==> src/rtl/serial_subtractor_if.sv <==
// ----------------------------------------------------------------------------
// serial_subtractor_if
//   Groups the start/done request and result signals of serial_subtractor.
//
//   Handshake: the master raises start with a/b/bin valid. The slave accepts
//   on the rising edge where start=1 and it is not busy. That means it is in
//   IDLE or in the single done cycle. The slave raises busy until the result
//   is ready. It then pulses done for one cycle with diff/bout valid. diff
//   and bout hold their values until a later operation completes. start is
//   ignored while busy; requests are not queued.
//
//   Signals
//     start  master->slave  request
//     a      master->slave  minuend (WIDTH)
//     b      master->slave  subtrahend (WIDTH)
//     bin    master->slave  borrow-in
//     busy   slave->master  bits being processed
//     done   slave->master  one-cycle result-valid pulse
//     diff   slave->master  result (WIDTH)
//     bout   slave->master  final borrow-out / underflow flag
// ----------------------------------------------------------------------------
interface serial_subtractor_if #(
    parameter int WIDTH = 8
);
    logic             start;
    logic [WIDTH-1:0] a;
    logic [WIDTH-1:0] b;
    logic             bin;
    logic             busy;
    logic             done;
    logic [WIDTH-1:0] diff;
    logic             bout;

    modport master (
        output start, a, b, bin,
        input  busy, done, diff, bout
    );

    modport slave (
        input  start, a, b, bin,
        output busy, done, diff, bout
    );
endinterface

==> src/rtl/serial_subtractor.sv <==
// ----------------------------------------------------------------------------
// serial_subtractor
//   Bit-serial unsigned subtractor. It computes diff = a - b - bin modulo
//   2^WIDTH, LSB first, one bit per clock. A single borrow flop carries the
//   borrow between bit positions.
//
//   Parameters
//     WIDTH      operand/result width, 2..32
//
//   Ports
//     clk        rising-edge clock
//     rst_n      asynchronous active-low reset (aborts any running op)
//     bus        serial_subtractor_if.slave: start/a/b/bin in,
//                busy/done/diff/bout out
//     dbg_state  current FSM state (0=IDLE, 1=SHIFT, 2=DONE)
//
//   Timing
//     Accepting edge E0 loads the operands. Bit k is processed at E(k+1).
//     At E(WIDTH) the result is registered and done pulses for one cycle.
//     A start seen during the done cycle is accepted back-to-back.
//
//   Build option
//     SERIAL_SUB_SAT_EN  when defined, an underflowing result (bout=1) is
//                        clamped to zero. bout is still reported as 1.
// ----------------------------------------------------------------------------
module serial_subtractor #(
    parameter int WIDTH = 8
) (
    input  logic                clk,
    input  logic                rst_n,
    serial_subtractor_if.slave  bus,
    output logic [1:0]          dbg_state
);
    localparam int CW = $clog2(WIDTH) + 1;
    localparam logic [CW-1:0] LAST = CW'(WIDTH - 1);

    typedef enum logic [1:0] {
        S_IDLE  = 2'd0,
        S_SHIFT = 2'd1,
        S_DONE  = 2'd2
    } state_t;

    state_t           state_q,  state_d;
    logic [CW-1:0]    count_q,  count_d;
    logic             borrow_q, borrow_d;
    logic [WIDTH-1:0] a_sr_q,   a_sr_d;
    logic [WIDTH-1:0] b_sr_q,   b_sr_d;
    logic [WIDTH-1:0] res_q,    res_d;
    logic             busy_q,   busy_d;
    logic             done_q,   done_d;
    logic [WIDTH-1:0] diff_q,   diff_d;
    logic             bout_q,   bout_d;

    // One full-subtractor slice on the current LSBs.
    logic             a0, b0;
    logic             bit_d;
    logic             borrow_nxt;
    logic [WIDTH-1:0] res_nxt;

    assign a0         = a_sr_q[0];
    assign b0         = b_sr_q[0];
    assign bit_d      = a0 ^ b0 ^ borrow_q;
    assign borrow_nxt = (~a0 & b0) | (~(a0 ^ b0) & borrow_q);
    // Result bits enter at the MSB, so after WIDTH shifts bit 0 is in place.
    assign res_nxt    = {bit_d, res_q[WIDTH-1:1]};

    always_comb begin
        state_d  = state_q;
        count_d  = count_q;
        borrow_d = borrow_q;
        a_sr_d   = a_sr_q;
        b_sr_d   = b_sr_q;
        res_d    = res_q;
        busy_d   = busy_q;
        done_d   = 1'b0;
        diff_d   = diff_q;
        bout_d   = bout_q;

        case (state_q)
            S_IDLE, S_DONE: begin
                if (bus.start) begin
                    a_sr_d   = bus.a;
                    b_sr_d   = bus.b;
                    borrow_d = bus.bin;
                    res_d    = '0;
                    count_d  = '0;
                    busy_d   = 1'b1;
                    state_d  = S_SHIFT;
                end else begin
                    state_d  = S_IDLE;
                end
            end

            S_SHIFT: begin
                a_sr_d   = a_sr_q >> 1;
                b_sr_d   = b_sr_q >> 1;
                borrow_d = borrow_nxt;
                res_d    = res_nxt;
                count_d  = count_q + CW'(1);
                if (count_q == LAST) begin
                    state_d = S_DONE;
                    busy_d  = 1'b0;
                    done_d  = 1'b1;
                    bout_d  = borrow_nxt;
`ifdef SERIAL_SUB_SAT_EN
                    diff_d  = borrow_nxt ? '0 : res_nxt;
`else
                    diff_d  = res_nxt;
`endif
                end
            end

            default: begin
                state_d = S_IDLE;
                busy_d  = 1'b0;
            end
        endcase
    end

    always_ff @(posedge clk or negedge rst_n) begin
        if (!rst_n) begin
            state_q  <= S_IDLE;
            count_q  <= '0;
            borrow_q <= 1'b0;
            a_sr_q   <= '0;
            b_sr_q   <= '0;
            res_q    <= '0;
            busy_q   <= 1'b0;
            done_q   <= 1'b0;
            diff_q   <= '0;
            bout_q   <= 1'b0;
        end else begin
            state_q  <= state_d;
            count_q  <= count_d;
            borrow_q <= borrow_d;
            a_sr_q   <= a_sr_d;
            b_sr_q   <= b_sr_d;
            res_q    <= res_d;
            busy_q   <= busy_d;
            done_q   <= done_d;
            diff_q   <= diff_d;
            bout_q   <= bout_d;
        end
    end

    assign bus.busy  = busy_q;
    assign bus.done  = done_q;
    assign bus.diff  = diff_q;
    assign bus.bout  = bout_q;
    assign dbg_state = state_q;

endmodule

==> src/flat_wrapper.sv <==
// flat-port wrapper written by rule: the top's interface ports become plain ports
module serial_subtractor_flat 
#(
    parameter int WIDTH = 8
)
  (clk, rst_n, dbg_state, bus_start, bus_a, bus_b, bus_bin, bus_busy, bus_done, bus_diff, bus_bout);
  serial_subtractor_if #(.WIDTH(WIDTH)) bus_i ();
  input  logic clk;
  input  logic rst_n;
  output logic [1:0] dbg_state;
  input wire logic [$bits(bus_i.start)-1:0] bus_start;
  input wire logic [$bits(bus_i.a)-1:0] bus_a;
  input wire logic [$bits(bus_i.b)-1:0] bus_b;
  input wire logic [$bits(bus_i.bin)-1:0] bus_bin;
  output wire logic [$bits(bus_i.busy)-1:0] bus_busy;
  output wire logic [$bits(bus_i.done)-1:0] bus_done;
  output wire logic [$bits(bus_i.diff)-1:0] bus_diff;
  output wire logic [$bits(bus_i.bout)-1:0] bus_bout;
  assign bus_i.start = bus_start;
  assign bus_i.a = bus_a;
  assign bus_i.b = bus_b;
  assign bus_i.bin = bus_bin;
  assign bus_busy = bus_i.busy;
  assign bus_done = bus_i.done;
  assign bus_diff = bus_i.diff;
  assign bus_bout = bus_i.bout;
  serial_subtractor #(.WIDTH(WIDTH)) u_core (.clk(clk), .rst_n(rst_n), .bus(bus_i), .dbg_state(dbg_state));
endmodule
==> config.mk <==
export PLATFORM = sky130hd
export DESIGN_NAME = serial_subtractor_flat
export DESIGN_NICKNAME = d
export VERILOG_FILES = /design/src/rtl/serial_subtractor_if.sv /design/src/rtl/serial_subtractor.sv /design/src/flat_wrapper.sv
export SDC_FILE = /design/constraint.sdc
export NUM_CORES = 1
export LEC_CHECK = 0
export CORE_MARGIN = 8
export CORE_UTILIZATION = 40
export DETAILED_ROUTE_END_ITERATION = 16
export PLACE_DENSITY = 0.66
export SLEW_MARGIN = 20
export SYNTH_ARGS = -nofsm -noshare
export SYNTH_HDL_FRONTEND = slang
export SYNTH_SLANG_ARGS = --single-unit
export TNS_END_PERCENT = 50
==> constraint.sdc <==
create_clock -name clk -period 3.95 [get_ports clk]
set_clock_uncertainty 0.2 [all_clocks]
set_input_delay 0.79 -clock clk [delete_from_list [all_inputs] [get_ports clk]]
set_output_delay 0.79 -clock clk [all_outputs]
set_load 0.01 [all_outputs]
======== Word level (Yosys, flattened, before mapping) ========
Index checks and enable logic that the tools add are counted.
storage, ports and cells
  bits of input ports ..................... 20
  output and inout bits ................... 13
  register bits after elaboration ......... 42
operators by class
  equality and inequality tests ........... 5
  reduce and logical (&&, ||, !) cells .... 6
  bitwise gates (word level) .............. 7
  add/subtract/negate cells ............... 1
  muxes and demuxes ....................... 18
operators with widths
  operator                                              number
  one-hot mux 8 bit (2 select lines)                    3
  2-to-1 mux 8 bit                                      3
  one-hot mux 4 bit (2 select lines)                    1
  2-to-1 mux 1 bit                                      6
  AND reduction 2 bit                                   3
  adder 4 x 1 -> 4 bit (second input constant)          1
  equality test 4 x 3 -> 1 bit (second input constant)  1
  2-to-1 mux 4 bit                                      1
  one-hot mux 1 bit (2 select lines)                    2
  one-hot mux 2 bit (2 select lines)                    1
  AND 1 bit                                             2
  equality test 2 x 1 -> 1 bit (second input constant)  1
  equality test 2 bit (second input constant)           1
  logical NOT 2 bit                                     1
  2-to-1 mux 2 bit                                      1
  != test 2 x 1 -> 1 bit (second input constant)        1
  != test 2 bit (second input constant)                 1
  inverter 1 bit                                        2
  nonzero test 2 bit                                    1
  OR reduction 2 bit                                    1
  XOR 1 bit                                             2
  OR 1 bit                                              1

======== Depth between registers and ports, before layout ========
  depth after elaboration ................. 5
  depth in mapped cells ................... 5

======== Least setup slack after synthesis ========
Ideal clock, no wire load.
  path type ............................... input-to-reg
  start ................................... in bus_start
  end ..................................... reg u_core.a_sr_q[6]
  setup slack ............................. 2.205 ns
  library setup time ...................... 0.118 ns
  data arrival time ....................... 1.427 ns
  cell stages on the path ................. 4
  required time ........................... 3.632 ns
  cell sequence ........................... and2b_4 buf_2 a22o_1 a21o_1
between the ends
  word-level cells in the longest chain between the ends .. 2
ends and longest elaborated chain
  item                                  RTL line                  source
  from (decl)                           flat_wrapper.sv:11        input wire logic [$bits(bus_i.start)-1:0] bus_start;
  != test 2 bit (no source line)        n/a
  AND reduction 2 bit (no source line)  n/a
  to (signal assigned)                  serial_subtractor.sv:136  a_sr_q <= a_sr_d;
  to (decl)                             serial_subtractor.sv:46   logic [WIDTH-1:0] a_sr_q, a_sr_d;
Every way passes these cells.
A chain may end at the register's enable or synchronous reset.

======== Final worst setup path ========
  start ................................... reg u_core.state_q[1] (netlist: u_core.dbg_state[1])
  end ..................................... out dbg_state[1]
RTL lines
  item                    RTL line                  source
  from (decl)             serial_subtractor.sv:43   state_t state_q, state_d;
  from (signal assigned)  serial_subtractor.sv:133  state_q <= state_d;
  to (decl)               flat_wrapper.sv:10        output logic [1:0] dbg_state;
No word-level cell between the ends.

==> flow_metrics.py <==
metrics = {
    "status": {
        "status": "complete, no violations",
    },
    "sta": {
        "maxSlewViolCount": 0,
        "rsz0062_at_grt": "false",
        "fin_crit_sh_pct": 57.7,
        "hold_viol": 0,
        "min_period_ns": 2.28,
        "slew_headroom_pct": 40.4,
        "setup-tns-final_ns": 0,
        "worst_pin_slew_ns": 0.894,
        "setup_viol": 0,
        "clock.fmax_mhz": 439,
    },
    "yosys": {
        "synth_fp_nets": 143,
        "synth_cell_types": 26,
        "synth-seq-area-share_pct": 58.2,
        "ys_seq_elements": 41,
        "syn_area_per_cell_um2": 14.6,
        "syn_inst": 121,
        "synth_area_um2": 1760,
        "yosys_warnings": 0,
    },
    "route": {
        "first_iter_violations": 62,
        "wl_per_cell_um": 16.0,
        "via_per_inst": 5.33,
        "ant_nets": 0,
        "routed_wl_um": 3290,
        "vias": 1093,
        "drtPass1Iterations": 4,
        "drc": 0,
    },
    "floorplanning": {
        "fp.dieH_um": 82.4,
        "chipWidth_um": 82.4,
        "rows": 24,
        "ios": 33,
        "core_area_um2": 4290,
        "die_area_um2": 6790,
        "start_util_pct": 41.1,
    },
    "power": {
        "power_density_nw_per_um2": 791,
        "power.leakage_nw": 1.08,
        "p_total_w": 0.00172,
        "peakVddDrop_v": 0.000409,
    },
    "worst_setup_path": {
        "max_stage_delay_ns": 0.57,
        "crit_type": "flip-flop to output pin",
        "critPathLaunchType": "flip-flop",
        "slowest_stage": "clkdlybuf4s50_1",
        "cp_data_arrival_time_ns": 1.29,
        "cp_num_buf_inv": 1,
        "critPathRequiredTime_ns": 2.96,
        "worstPathCellList": "clkdlybuf4s50_1",
        "cp_top_family": "buffers and inverters",
        "end_kind": "output pin",
        "cp_max_fo": 4,
    },
    "min_path": {
        "hp-class": "flip-flop to flip-flop",
    },
    "run": {
        "drv_cap": 0,
    },
    "global_route": {
        "grt.overflow.total": 0,
        "grt_max_degree": 42,
        "grt_pass1_wl_um": 5400,
        "grt_pass1_vias": 1153,
        "antenna_found_initial": 0,
        "grt_usage_pct": 10.5,
    },
    "finish": {
        "drive_above_1_share_pct": 15.0,
        "antennaDiodeCount": 0,
        "syn_to_final_growth_pct": 23.3,
        "final_common_cell": "dfrtp_1",
        "layout_common_cells": "41 x dfrtp_1, 31 x clkdlybuf4s50_1, 24 x a22o_1",
        "final_area_um2": 2180,
        "fillers": 365,
        "final_util_pct": 50.7,
        "nNetsFinal": 174,
    },
    "clock_network": {
        "postCtsHoldBufs": 0,
        "cts_buffer_depth": 2,
        "h-tree-depth": 2,
        "cts_tree": "yes",
        "cts-buffers-inserted": 5,
        "cts.sinks": 41,
        "insertion_delay_ns": 0.29,
        "cts_root_buffer": "clkbuf_8",
        "post_cts_buffers": 0,
        "post_cts_resized": 0,
        "clkSlewWorstSetupHoldPaths_ns": 0.07,
    },
    "placement": {
        "portBuffers": 32,
        "place_hpwl_um": 2260,
        "place_area_um2": 2070,
        "place.gp.congestion": 0.752,
    },
}
routing by layer:
layer	vias to the layer above	track usage [%]	share of wire, %
met5	-	0	0
met4	0	4.21	1.8
met3	8	3.46	6.5
met2	35	16.3	45
li1	507	-	-
met1	543	13.2	46
worst reg2reg max path: stages, from the launching register on:
cell and delay [ns]:
dfrtp_1 0.41, nor2b_4 0.61, nor2_4 0.27, a221o_1 0.35
through the flow:
step	hold WS (ns)	cells	setup slack, ns
after detailed placement	0.268	197	1.46
after CTS	0.285	205	1.67
after floorplan	0.247	121	2.20
after global placement	0.260	197	1.50
after global routing	0.292	205	1.62
final	0.279	205	1.67
area by class of cell:
cell class	count	area, um2	share of cell area (%)
well taps	52	65.1	2.99
multi-input cells	70	661	30.4
inverters	2	7.51	0.345
clock inverters	1	5.00	0.230
repair buffers	32	315	14.5
clock buffers	7	96.3	4.43
flip-flops and latches	41	1030	47.2
final timing paths:
| check | cells past startpoint | start | slack, ns | end |
|---|---|---|---|---|
| worst min-delay path | 1 | u_core.b_sr_q[6] | 0.28 | u_core.b_sr_q[6] |
| min in group asynchronous | 1 | rst_n | 0.42 | u_core.bus.diff[1] |
| worst min register to register | 1 | u_core.b_sr_q[6] | 0.28 | u_core.b_sr_q[6] |
| worst max register to register | 3 | u_core.dbg_state[0] | 2.00 | u_core.borrow_q |
| worst max-delay path | 1 | u_core.dbg_state[1] | 1.67 | dbg_state[1] |
| max in group asynchronous | 1 | rst_n | 2.57 | u_core.bus.diff[7] |
Yosys cell counts:
| master | n | share of area (%) |
|---|---|---|
| nor2_1 | 3 | 0.64 |
| nand2b_1 | 2 | 0.71 |
| nand3b_1 | 1 | 0.43 |
| buf_6 | 4 | 2.6 |
| a21o_1 | 14 | 6.0 |
| a22o_1 | 24 | 12 |
| buf_4 | 2 | 0.85 |
| nor2b_1 | 1 | 0.35 |
| nor2_4 | 1 | 0.64 |
| mux2i_1 | 2 | 1.1 |
| and2b_4 | 1 | 0.57 |
| nor2_8 | 1 | 1.1 |
| o21ai_0 | 2 | 0.57 |
| dfrtp_1 | 41 | 58 |
| nor3_1 | 1 | 0.28 |
| nand3b_4 | 1 | 1.1 |
| fa_1 | 1 | 1.1 |
| buf_2 | 2 | 0.57 |
| inv_1 | 2 | 0.43 |
| mux2_4 | 8 | 6.8 |
| mux2_2 | 1 | 0.64 |
| nor2b_4 | 1 | 0.78 |
| nand4_1 | 1 | 0.35 |
| a221o_1 | 2 | 1.1 |
| ha_1 | 1 | 0.71 |
| o31ai_1 | 1 | 0.43 |
power by group:
group / switching, W / internal [W]
Combinational: 0.000305 / 0.000400
Sequential: 0.000117 / 0.000602
Clock: 0.000140 / 0.000158
sequential cells by signal, summed over array words and instances (netlist names):
signal and cells:
u_core.bus.busy 1, u_core.count_q 4, u_core.bus.bout 1, u_core.a_sr_q 8
u_core.borrow_q 1, u_core.dbg_state 2, u_core.res_q 7, u_core.bus.diff 8
u_core.b_sr_q 8, u_core.bus.done 1
cells by family (layout without fill, tap and decap cells):
| group | count (synthesis) | count (layout) | synth area share, % |
|---|---|---|---|
| AOI/OAI and AO/OA | 43 | 43 | 20.0 |
| adders and majority gates | 2 | 2 | 1.84 |
| buffers and inverters | 10 | 42 | 4.40 |
| DFF | 41 | 41 | 58.2 |
| muxes | 11 | 11 | 8.58 |
| and+or+nand+nor | 14 | 14 | 7.02 |
No activity file was read; power rests on OpenSTA's default activity.
